[config.mk]
export PLATFORM = sky130hd
export DESIGN_NAME = execution_flat
export DESIGN_NICKNAME = d
export VERILOG_FILES = /design/src/rtl/mips_pkg.sv /design/src/rtl/execution_if.sv /design/src/rtl/execution_alu_control.sv /design/src/rtl/execution.sv /design/src/flat_wrapper.sv
export SDC_FILE = /design/constraint.sdc
export NUM_CORES = 1
export LEC_CHECK = 0
export BUFFER_PORTS_ARGS = -buffer_cell sky130_fd_sc_hd__clkbuf_2
export CORE_MARGIN = 1
export CORE_UTILIZATION = 50
export CTS_CLUSTER_SIZE = 20
export DETAILED_ROUTE_END_ITERATION = 10
export PLACE_DENSITY = 0.73
export SLEW_MARGIN = 20
export SYNTH_ARGS = -nofsm -noshare
export SYNTH_HDL_FRONTEND = slang
export SYNTH_SLANG_ARGS = --single-unit
[constraint.sdc]
create_clock -name clk -period 0.8 [get_ports clk]
set_clock_uncertainty 0.1 [all_clocks]
set_input_delay 0.12 -clock clk [delete_from_list [all_inputs] [get_ports clk]]
set_output_delay 0.12 -clock clk [all_outputs]
set_load 0.05 [all_outputs]
[src/rtl/mips_pkg.sv]
// -----------------------------------------------------------------------------
// mips_pkg
// Purpose : Shared definitions for the MIPS-32 EX stage: aluOp class encodings,
//           R-type funct codes, the internal ALU operation enum and a helper
//           that widens the 30-bit immediate to a 32-bit operand.
// Ports   : none (package)
// -----------------------------------------------------------------------------
package mips_pkg;

   // ALU class driven by the main control unit
   localparam logic [1:0] ALUOP_ADD   = 2'b00;
   localparam logic [1:0] ALUOP_SUB   = 2'b01;
   localparam logic [1:0] ALUOP_RTYPE = 2'b10;
   localparam logic [1:0] ALUOP_OR    = 2'b11;

   // R-type funct field codes
   localparam logic [5:0] FUNCT_SLL  = 6'b000000;
   localparam logic [5:0] FUNCT_SRL  = 6'b000010;
   localparam logic [5:0] FUNCT_SRA  = 6'b000011;
   localparam logic [5:0] FUNCT_ADD  = 6'b100000;
   localparam logic [5:0] FUNCT_ADDU = 6'b100001;
   localparam logic [5:0] FUNCT_SUB  = 6'b100010;
   localparam logic [5:0] FUNCT_SUBU = 6'b100011;
   localparam logic [5:0] FUNCT_AND  = 6'b100100;
   localparam logic [5:0] FUNCT_OR   = 6'b100101;
   localparam logic [5:0] FUNCT_XOR  = 6'b100110;
   localparam logic [5:0] FUNCT_NOR  = 6'b100111;
   localparam logic [5:0] FUNCT_SLT  = 6'b101010;
   localparam logic [5:0] FUNCT_SLTU = 6'b101011;

   // Internal ALU operation
   typedef enum logic [3:0] {
      ALU_ADD,
      ALU_SUB,
      ALU_AND,
      ALU_OR,
      ALU_XOR,
      ALU_NOR,
      ALU_SLT,
      ALU_SLTU,
      ALU_SLL,
      ALU_SRL,
      ALU_SRA
   } alu_ctrl_t;

   // The immediate arrives already sign-extended to 30 bits; replicate bit 29
   // to reach the 32-bit datapath width.
   function automatic logic [31:0] sext30(input logic [29:0] v);
      return {{2{v[29]}}, v};
   endfunction

endpackage

[src/rtl/execution_if.sv]
// -----------------------------------------------------------------------------
// execution_if
// Purpose : Bundles the ID/EX inputs and EX/MEM outputs of the EX stage.
// Signals : aluOp, aluSrc, regDst, readData1, readData2, dstReg1, dstReg2, pc,
//           signExt (driven by master) ; zero, branchdst, aluRes, destReg
//           (driven by slave, i.e. the execution stage).
// Modports: master - upstream/driver side, slave - execution stage.
// -----------------------------------------------------------------------------
interface execution_if;
   logic [1:0]  aluOp;
   logic        aluSrc;
   logic        regDst;
   logic [31:0] readData1;
   logic [31:0] readData2;
   logic [4:0]  dstReg1;
   logic [4:0]  dstReg2;
   logic [29:0] pc;
   logic [29:0] signExt;
   logic        zero;
   logic [29:0] branchdst;
   logic [31:0] aluRes;
   logic [4:0]  destReg;

   modport master (
      output aluOp, aluSrc, regDst, readData1, readData2, dstReg1, dstReg2,
             pc, signExt,
      input  zero, branchdst, aluRes, destReg
   );

   modport slave (
      input  aluOp, aluSrc, regDst, readData1, readData2, dstReg1, dstReg2,
             pc, signExt,
      output zero, branchdst, aluRes, destReg
   );
endinterface

[src/rtl/execution_alu_control.sv]
// -----------------------------------------------------------------------------
// alu_control
// Purpose : Maps the control-unit ALU class and the R-type funct field to the
//           internal ALU operation. Purely combinational.
// Ports   : aluOp_i [1:0] ALU class, funct_i [5:0] funct field,
//           ctrl_o  alu_ctrl_t selected ALU operation.
// -----------------------------------------------------------------------------
module alu_control
   import mips_pkg::*;
(
   input  logic [1:0] aluOp_i,
   input  logic [5:0] funct_i,
   output alu_ctrl_t  ctrl_o
);

   always_comb begin
      ctrl_o = ALU_ADD;
      case (aluOp_i)
         ALUOP_ADD: ctrl_o = ALU_ADD;
         ALUOP_SUB: ctrl_o = ALU_SUB;
         ALUOP_OR:  ctrl_o = ALU_OR;
         default: begin
            // R-type: overflow-trapping and non-trapping variants share an op
            // because no overflow exception is raised.
            case (funct_i)
               FUNCT_ADD, FUNCT_ADDU: ctrl_o = ALU_ADD;
               FUNCT_SUB, FUNCT_SUBU: ctrl_o = ALU_SUB;
               FUNCT_AND:             ctrl_o = ALU_AND;
               FUNCT_OR:              ctrl_o = ALU_OR;
               FUNCT_XOR:             ctrl_o = ALU_XOR;
               FUNCT_NOR:             ctrl_o = ALU_NOR;
               FUNCT_SLT:             ctrl_o = ALU_SLT;
               FUNCT_SLTU:            ctrl_o = ALU_SLTU;
               FUNCT_SLL:             ctrl_o = ALU_SLL;
               FUNCT_SRL:             ctrl_o = ALU_SRL;
               FUNCT_SRA:             ctrl_o = ALU_SRA;
               default:               ctrl_o = ALU_ADD;
            endcase
         end
      endcase
   end

endmodule

[src/rtl/execution.sv]
// -----------------------------------------------------------------------------
// execution
// Purpose : EX stage of the 5-stage MIPS pipeline. Performs the ALU operation,
//           computes the word-addressed branch target and selects the
//           destination register; all results land in the EX/MEM register one
//           cycle after the inputs are presented.
// Ports   : clk   - rising-edge clock
//           rst_n - asynchronous active-low reset, clears all outputs
//           bus   - execution_if.slave carrying ID/EX inputs and EX/MEM outputs
// -----------------------------------------------------------------------------
module execution
   import mips_pkg::*;
(
   input logic        clk,
   input logic        rst_n,
   execution_if.slave bus
);

   alu_ctrl_t          ctrl;
   logic        [31:0] op_b;
   logic signed [31:0] a_s;
   logic signed [31:0] b_s;
   logic signed [31:0] sra_s;
   logic        [4:0]  shamt;

   logic        [31:0] alu_res_d, alu_res_q;
   logic               zero_d,    zero_q;
   logic        [29:0] branch_d,  branch_q;
   logic        [4:0]  dest_d,    dest_q;

   alu_control u_alu_control (
      .aluOp_i (bus.aluOp),
      .funct_i (bus.signExt[5:0]),
      .ctrl_o  (ctrl)
   );

   assign op_b  = bus.aluSrc ? sext30(bus.signExt) : bus.readData2;
   assign a_s   = $signed(bus.readData1);
   assign b_s   = $signed(op_b);
   assign shamt = bus.signExt[10:6];
   assign sra_s = b_s >>> shamt;

   always_comb begin
      alu_res_d = bus.readData1 + op_b;
      case (ctrl)
         ALU_ADD:  alu_res_d = bus.readData1 + op_b;
         ALU_SUB:  alu_res_d = bus.readData1 - op_b;
         ALU_AND:  alu_res_d = bus.readData1 & op_b;
         ALU_OR:   alu_res_d = bus.readData1 | op_b;
         ALU_XOR:  alu_res_d = bus.readData1 ^ op_b;
         ALU_NOR:  alu_res_d = ~(bus.readData1 | op_b);
         ALU_SLT:  alu_res_d = {31'd0, (a_s < b_s)};
         ALU_SLTU: alu_res_d = {31'd0, (bus.readData1 < op_b)};
         ALU_SLL:  alu_res_d = op_b << shamt;
         ALU_SRL:  alu_res_d = op_b >> shamt;
         ALU_SRA:  alu_res_d = sra_s;
         default:  alu_res_d = bus.readData1 + op_b;
      endcase
   end

   assign zero_d   = (alu_res_d == 32'd0);
   assign branch_d = bus.pc + bus.signExt;
   assign dest_d   = bus.regDst ? bus.dstReg2 : bus.dstReg1;

   // EX/MEM register boundary
   always_ff @(posedge clk or negedge rst_n) begin
      if (!rst_n) begin
         alu_res_q <= '0;
         zero_q    <= 1'b0;
         branch_q  <= '0;
         dest_q    <= '0;
      end else begin
         alu_res_q <= alu_res_d;
         zero_q    <= zero_d;
         branch_q  <= branch_d;
         dest_q    <= dest_d;
      end
   end

   assign bus.aluRes    = alu_res_q;
   assign bus.zero      = zero_q;
   assign bus.branchdst = branch_q;
   assign bus.destReg   = dest_q;

endmodule

[src/flat_wrapper.sv]
// flat-port wrapper written by rule: the top's interface ports become plain ports
module execution_flat import mips_pkg::*;
  (clk, rst_n, bus_aluOp, bus_aluSrc, bus_regDst, bus_readData1, bus_readData2, bus_dstReg1, bus_dstReg2, bus_pc, bus_signExt, bus_zero, bus_branchdst, bus_aluRes, bus_destReg);
  execution_if bus_i ();
  input logic clk;
  input logic rst_n;
  input wire logic [$bits(bus_i.aluOp)-1:0] bus_aluOp;
  input wire logic [$bits(bus_i.aluSrc)-1:0] bus_aluSrc;
  input wire logic [$bits(bus_i.regDst)-1:0] bus_regDst;
  input wire logic [$bits(bus_i.readData1)-1:0] bus_readData1;
  input wire logic [$bits(bus_i.readData2)-1:0] bus_readData2;
  input wire logic [$bits(bus_i.dstReg1)-1:0] bus_dstReg1;
  input wire logic [$bits(bus_i.dstReg2)-1:0] bus_dstReg2;
  input wire logic [$bits(bus_i.pc)-1:0] bus_pc;
  input wire logic [$bits(bus_i.signExt)-1:0] bus_signExt;
  output wire logic [$bits(bus_i.zero)-1:0] bus_zero;
  output wire logic [$bits(bus_i.branchdst)-1:0] bus_branchdst;
  output wire logic [$bits(bus_i.aluRes)-1:0] bus_aluRes;
  output wire logic [$bits(bus_i.destReg)-1:0] bus_destReg;
  assign bus_i.aluOp = bus_aluOp;
  assign bus_i.aluSrc = bus_aluSrc;
  assign bus_i.regDst = bus_regDst;
  assign bus_i.readData1 = bus_readData1;
  assign bus_i.readData2 = bus_readData2;
  assign bus_i.dstReg1 = bus_dstReg1;
  assign bus_i.dstReg2 = bus_dstReg2;
  assign bus_i.pc = bus_pc;
  assign bus_i.signExt = bus_signExt;
  assign bus_zero = bus_i.zero;
  assign bus_branchdst = bus_i.branchdst;
  assign bus_aluRes = bus_i.aluRes;
  assign bus_destReg = bus_i.destReg;
  execution u_core (.clk(clk), .rst_n(rst_n), .bus(bus_i));
endmodule
==> results.ini, run 1 <==
[placed_design]
placement.io_buffers=207
post-place-ws_ns=-3.884
detailed_place.area_um2=22470
post-dp-hpwl_mm=64.21
gpl.final_weighted_congestion=1.122

[logic_synthesis]
synth_async_sr_flop_share_pct=100.0
post_synth.cell_area_avg_um2=7.721
synth_edf_count=0
synthesis.nets=2212
ys_seq_area_share_pct=11.46
mappedNetlistArea_um2=14850
ys_seq_elements=68
syn_inst=1923
synth.distinct_cells=93
synthesis.yosys.warnings=0
synthFlopType=dfrtp_1

[status]
flow.first_error=[ERROR GRT-0232] Routing congestion too high. Check the congestion heatmap in the GUI.
status=did not finish
last_flow_stage_reached=global routing (5_1_grt)

[die]
starting_density_pct=51.31
ios=208
fp.dieH_um=174.3
chipWidth_um=174.3
fp-row-count=62

[cts]
clkSinkCount=68
cts-root-buf=clkbuf_16
total_clock_buffers_created_by_cts=9
htree_levels=3
ctsLongestPathBuffers=2

[global_route]
grt_remaining_overflow=297
grt_max_degree=50
track_usage_pct=82.87

[timing]
worstEndpointGrtRepair=u_core.bus.zero$_DFF_PN0_/D
worst_endpoint_type=sequential cell input

## layer usage
layer  GRT usage [%]  GRT overflow
met1           82.58            12
met2           98.27           157
met3           66.64            19
met4           87.57           104
met5           35.90             5
## synthesized netlist by cell type (all sizes together) (25+ instances only)
cell type	n	share of area (%)
clkbuf	74	1.9
a21oi	140	4.7
inv	115	2.9
mux2	43	3.3
nand2b	31	1.3
mux4	41	6.2
dfrtp	68	11
ha	146	12
buf	49	1.9
nand3	48	1.6
mux2i	95	6.4
nand2	154	3.9
nor2	137	3.5
o211ai	33	1.7
nor3	47	1.6
a211oi	36	1.8
nor4	25	1.1
xnor2	46	2.7
o21ai	118	4.0
o31ai	25	1.4
nor2b	35	1.5
## timing repair
| action | CTS |
|---|---|
| cloned | 3 |
| setup buffers | 45 |
| endpoints found under the hold margin | 75 |
| setup endpoints to repair | 130 |
| hold buffers | 1 |
| resized for setup | 372 |
| pin swaps | 94 |
## per-stage QoR
step,cells,utilization (%)
floorplan,1923,-
global placement,3188,77.65
detailed placement,3188,77.65
CTS,3244,85.99
## kinds of logic after synthesis
| kind of cell | Yosys count | share of synthesized area, % |
|---|---|---|
| AOI/OAI and AO/OA | 634 | 29.72 |
| xor gates and xnor gates | 61 | 3.599 |
| adders and majority gates | 149 | 12.71 |
| buffers and inverters | 241 | 6.717 |
| DFF | 68 | 11.46 |
| muxes | 179 | 15.91 |
| and+or+nand+nor | 591 | 19.88 |
==> inputs of run 2 (changes only) <==
CORE_UTILIZATION = 35   (was 50)
CTS_CLUSTER_SIZE = not set   (was 20)
PLACE_DENSITY = not set   (was 0.73)
PLACE_DENSITY_LB_ADDON = 0.15   (was not set)
clock period = 1.05 ns   (was 0.8 ns; I/O delays follow)
==> results.ini, run 2 <==
[status]
status=finished with violations
failed_checks=negative hold slack, negative setup slack

[logic_synthesis]
ys_seq_elements=68  ; unchanged
synth_edf_count=0  ; unchanged
synth_async_sr_flop_share_pct=100.0  ; unchanged
synth_largest_area_cell=ha_1
synth.distinct_cells=93  ; unchanged
yosys.area.top_type_share_pct=12.30  ; unchanged
synth_simple_gate_area_share_pct=19.88  ; unchanged
synthFlopType=dfrtp_1
ys_seq_area_share_pct=11.46  ; unchanged
syn_inst=1923  ; unchanged
synth.most_common_cell=nand2_1
combinational_family_with_the_most_area_after_synthesis=compound AO/OA/AOI/OAI gates
compound_cell_area_share_of_the_yosys_netlist_pct=29.72  ; unchanged
synthesis.yosys.warnings=0  ; unchanged
synthTopCellsByArea=ha_1, dfrtp_1, mux2i_1
post_synth_mux_area_share_pct=15.91  ; unchanged
synth-adder-area-share_pct=12.71  ; unchanged
mappedNetlistArea_um2=14850  ; unchanged
netlist_top_cells_count=nand2_1, ha_1, a21oi_1
post_synth.cell_area_avg_um2=7.721  ; unchanged
synth_xor_xnor_area_share_pct=3.599  ; unchanged
synthesis.nets=2212  ; unchanged

[detailed_routing]
routed_wire_length_per_instance_um=24.70
ant_nets=0
initialDrtViolationCount=1986
postRouteWirelength_mm=86.22
firstDrtPassIters=6
vias_per_cell=5.897
routed-via-count=20579
drc=0

[cts]
total_clock_buffers_created_by_cts=9  ; unchanged
ctsHoldBuffers=13  ; +12
ctsLongestPathBuffers=2  ; unchanged
worst_setup_hold_path_clk_slew_ns=0.07
cts-root-buf=clkbuf_16
tritoncts=built
htree_levels=3  ; unchanged
clkSinkCount=68  ; unchanged

[die]
fp-row-count=75  ; +21%
ios=208  ; unchanged
starting_density_pct=35.47  ; -16 points
design.die.area_um2=43250
placeableCoreArea_um2=41850
chipWidth_um=208.0  ; +19%
fp.dieH_um=208.0  ; +19%

[hold_path]
worst_hold_path.endpoint=u_core.bus.branchdst[0]$_DFF_PN0_
min_path_type=in -> reg
min-delay-start=bus_pc[0]
hold_depth=2

[timing]
drv_slew=0
layout_worst_path_cycle_share_pct=381.1
worst_slew_margin_rel_pct=46.74
final.setup.worst_slack_ns=-2.952
timing.final.setup_violations=130
achievable-frequency_mhz=249.9
hold_slack_ns=-0.09826
tightest_slew_ns=0.7928
hold_viol_final=1
setup_repair_after_global_routing_missed_its_margin=yes
fin_crit_ns=4.002

[power_and_ir_drop]
clockPowerShare_pct=13.9
power_report.internal_total_mw=13.73
peakVddDrop_uv=750.1
sequentialPowerShare_pct=13.5
pwr-share-comb_pct=72.7
power.net_switching_mw=11.75
pwr_density_cell_nw_per_um2=948.6
switching_share_pct=46.11
static-leakage-power_nw=12.39

[setup_path]
worst_setup_path_start_kind=input port
cp_cell_sequence=buf_16 -> mux2_4 -> ha_4 -> fa_2 -> nor2_1 -> nand4b_1 -> or4_1 -> o32a_1 -> or4_4 -> nor4b_2 -> nor4b_2 -> buf_4 -> nand4_1 -> or4_1 -> nor2_1
cp-end-kind=flip-flop
critPathMaxStageDelay_ns=0.55
worst-setup-path-type=in -> reg
cp_data_arrival_time_ns=4.23
critical-path-slowest-cell=fa_2
path_max_fanout=5
worstPathRequired_ns=1.28

[finish]
final_layout_size_suffix_gt1_share_pct=52.61
layout-area-overhead-vs-synth_pct=80.97
final_util_pct=64.20
finalInstanceArea_um2=26870
mostFrequentLayoutCells=buf_4, nand2_1, clkbuf_2
layout.nets=3234
layout_commonest_cell=buf_4
largest_register_ffs=32

[global_route]
antenna_found_initial=1
first_global_vias=20493
wire_length_of_the_first_global_routing_pass_mm=127.1
track_usage_pct=38.85
grt_max_degree=69
grt_remaining_overflow=0

[placed_design]
placement.io_buffers=207  ; unchanged
gpl.final_weighted_congestion=1.039  ; -7.4%
detailed_place.area_um2=22750  ; +1.2%
post-dp-hpwl_mm=69.08  ; +7.6%

[run]
maxCapViolations=0

run 2: cell counts after synthesis:
No cell type changed its count.
run 2: how the worst max path moves through the flow:
stage	startpoint	end	slack (ns)
final	bus_aluSrc	u_core.bus.zero$_DFF_PN0_	-2.95
after global routing	bus_aluSrc	u_core.bus.zero$_DFF_PN0_	-3.06
after CTS	bus_aluSrc	u_core.bus.zero$_DFF_PN0_	-2.90
after detailed placement	bus_aluSrc	u_core.bus.zero$_DFF_PN0_	-3.81
after global placement	bus_aluSrc	u_core.bus.zero$_DFF_PN0_	-3.74
after floorplan	bus_aluSrc	u_core.bus.zero$_DFF_PN0_	-3.65
run 2: cell type report:
type | instances | area (µm²)
Tap cell | 539 | 674.4
Fill cell | 3603 | 14980
Clock inverter | 5 | 58.81
Timing Repair Buffer | 1134 | 9240
Inverter | 118 | 451.7
Sequential cell | 68 | 1702
Clock buffer | 11 | 252.7
Antenna cell | 1 | 2.502
Multi-Input combinational cell | 1614 | 14490
run 2: timing repair:
action	in CTS	in global routing
endpoints found under the setup margin	127	130
cloned	1	0
pin swaps	131	121
gates resized for setup	428	294
hold endpoints to repair	75	1
setup buffers	99	43
run 2: cell families after synthesis:
kind of cell | after synthesis
compound gates | 634
simple gates | 591
buf+inv | 241
mux | 179
fa+ha+maj | 149
flops | 68
xor+xnor | 61
run 2: metal layers:
layer	vias up	routed length (µm)	GRT usage, %
li1	9360	-	-
met1	10049	35680	50.56
met2	970	39600	62.91
met3	200	6224	4.906
met4	0	4712	20.23
met5	-	0	0
run 2: worst max-delay path: cells and delay by family:
| kind | cells | cell delay (ns) |
|---|---|---|
| buffers and inverters | 2 | 0.31 |
| and+or+nand+nor | 9 | 2.37 |
| AOI/OAI and AO/OA | 1 | 0.33 |
| muxes | 1 | 0.33 |
| adders and majority gates | 2 | 0.72 |
run 2: metrics by stage:
stage	total power, mW	hold slack [ns]	std cells	worst slack [ns]	setup TNS (ns)
final	25.49	-0.09826	3490	-2.952	-105.90
after CTS	24.18	-0.1086	3475	-2.898	-105.53
after floorplan	11.35	-0.2381	1923	-3.651	-105.61
after global routing	26.51	-0.08938	3490	-3.061	-111.21
after global placement	18.30	0.09723	3364	-3.744	-129.98
after detailed placement	18.39	0.1131	3364	-3.806	-132.37
run 2: power by group through the flow:
| stage | logic, mW | clock network [mW] | registers [mW] |
|---|---|---|---|
| after floorplan | 6.20 | 0 | 5.15 |
| after detailed placement | 15.1 | 0 | 3.31 |
| after CTS | 17.3 | 3.61 | 3.31 |
| after global placement | 15.0 | 0 | 3.30 |
| final | 18.5 | 3.53 | 3.43 |
| after global routing | 19.4 | 3.67 | 3.47 |
Note: power is estimated with default switching activity, not from simulation.
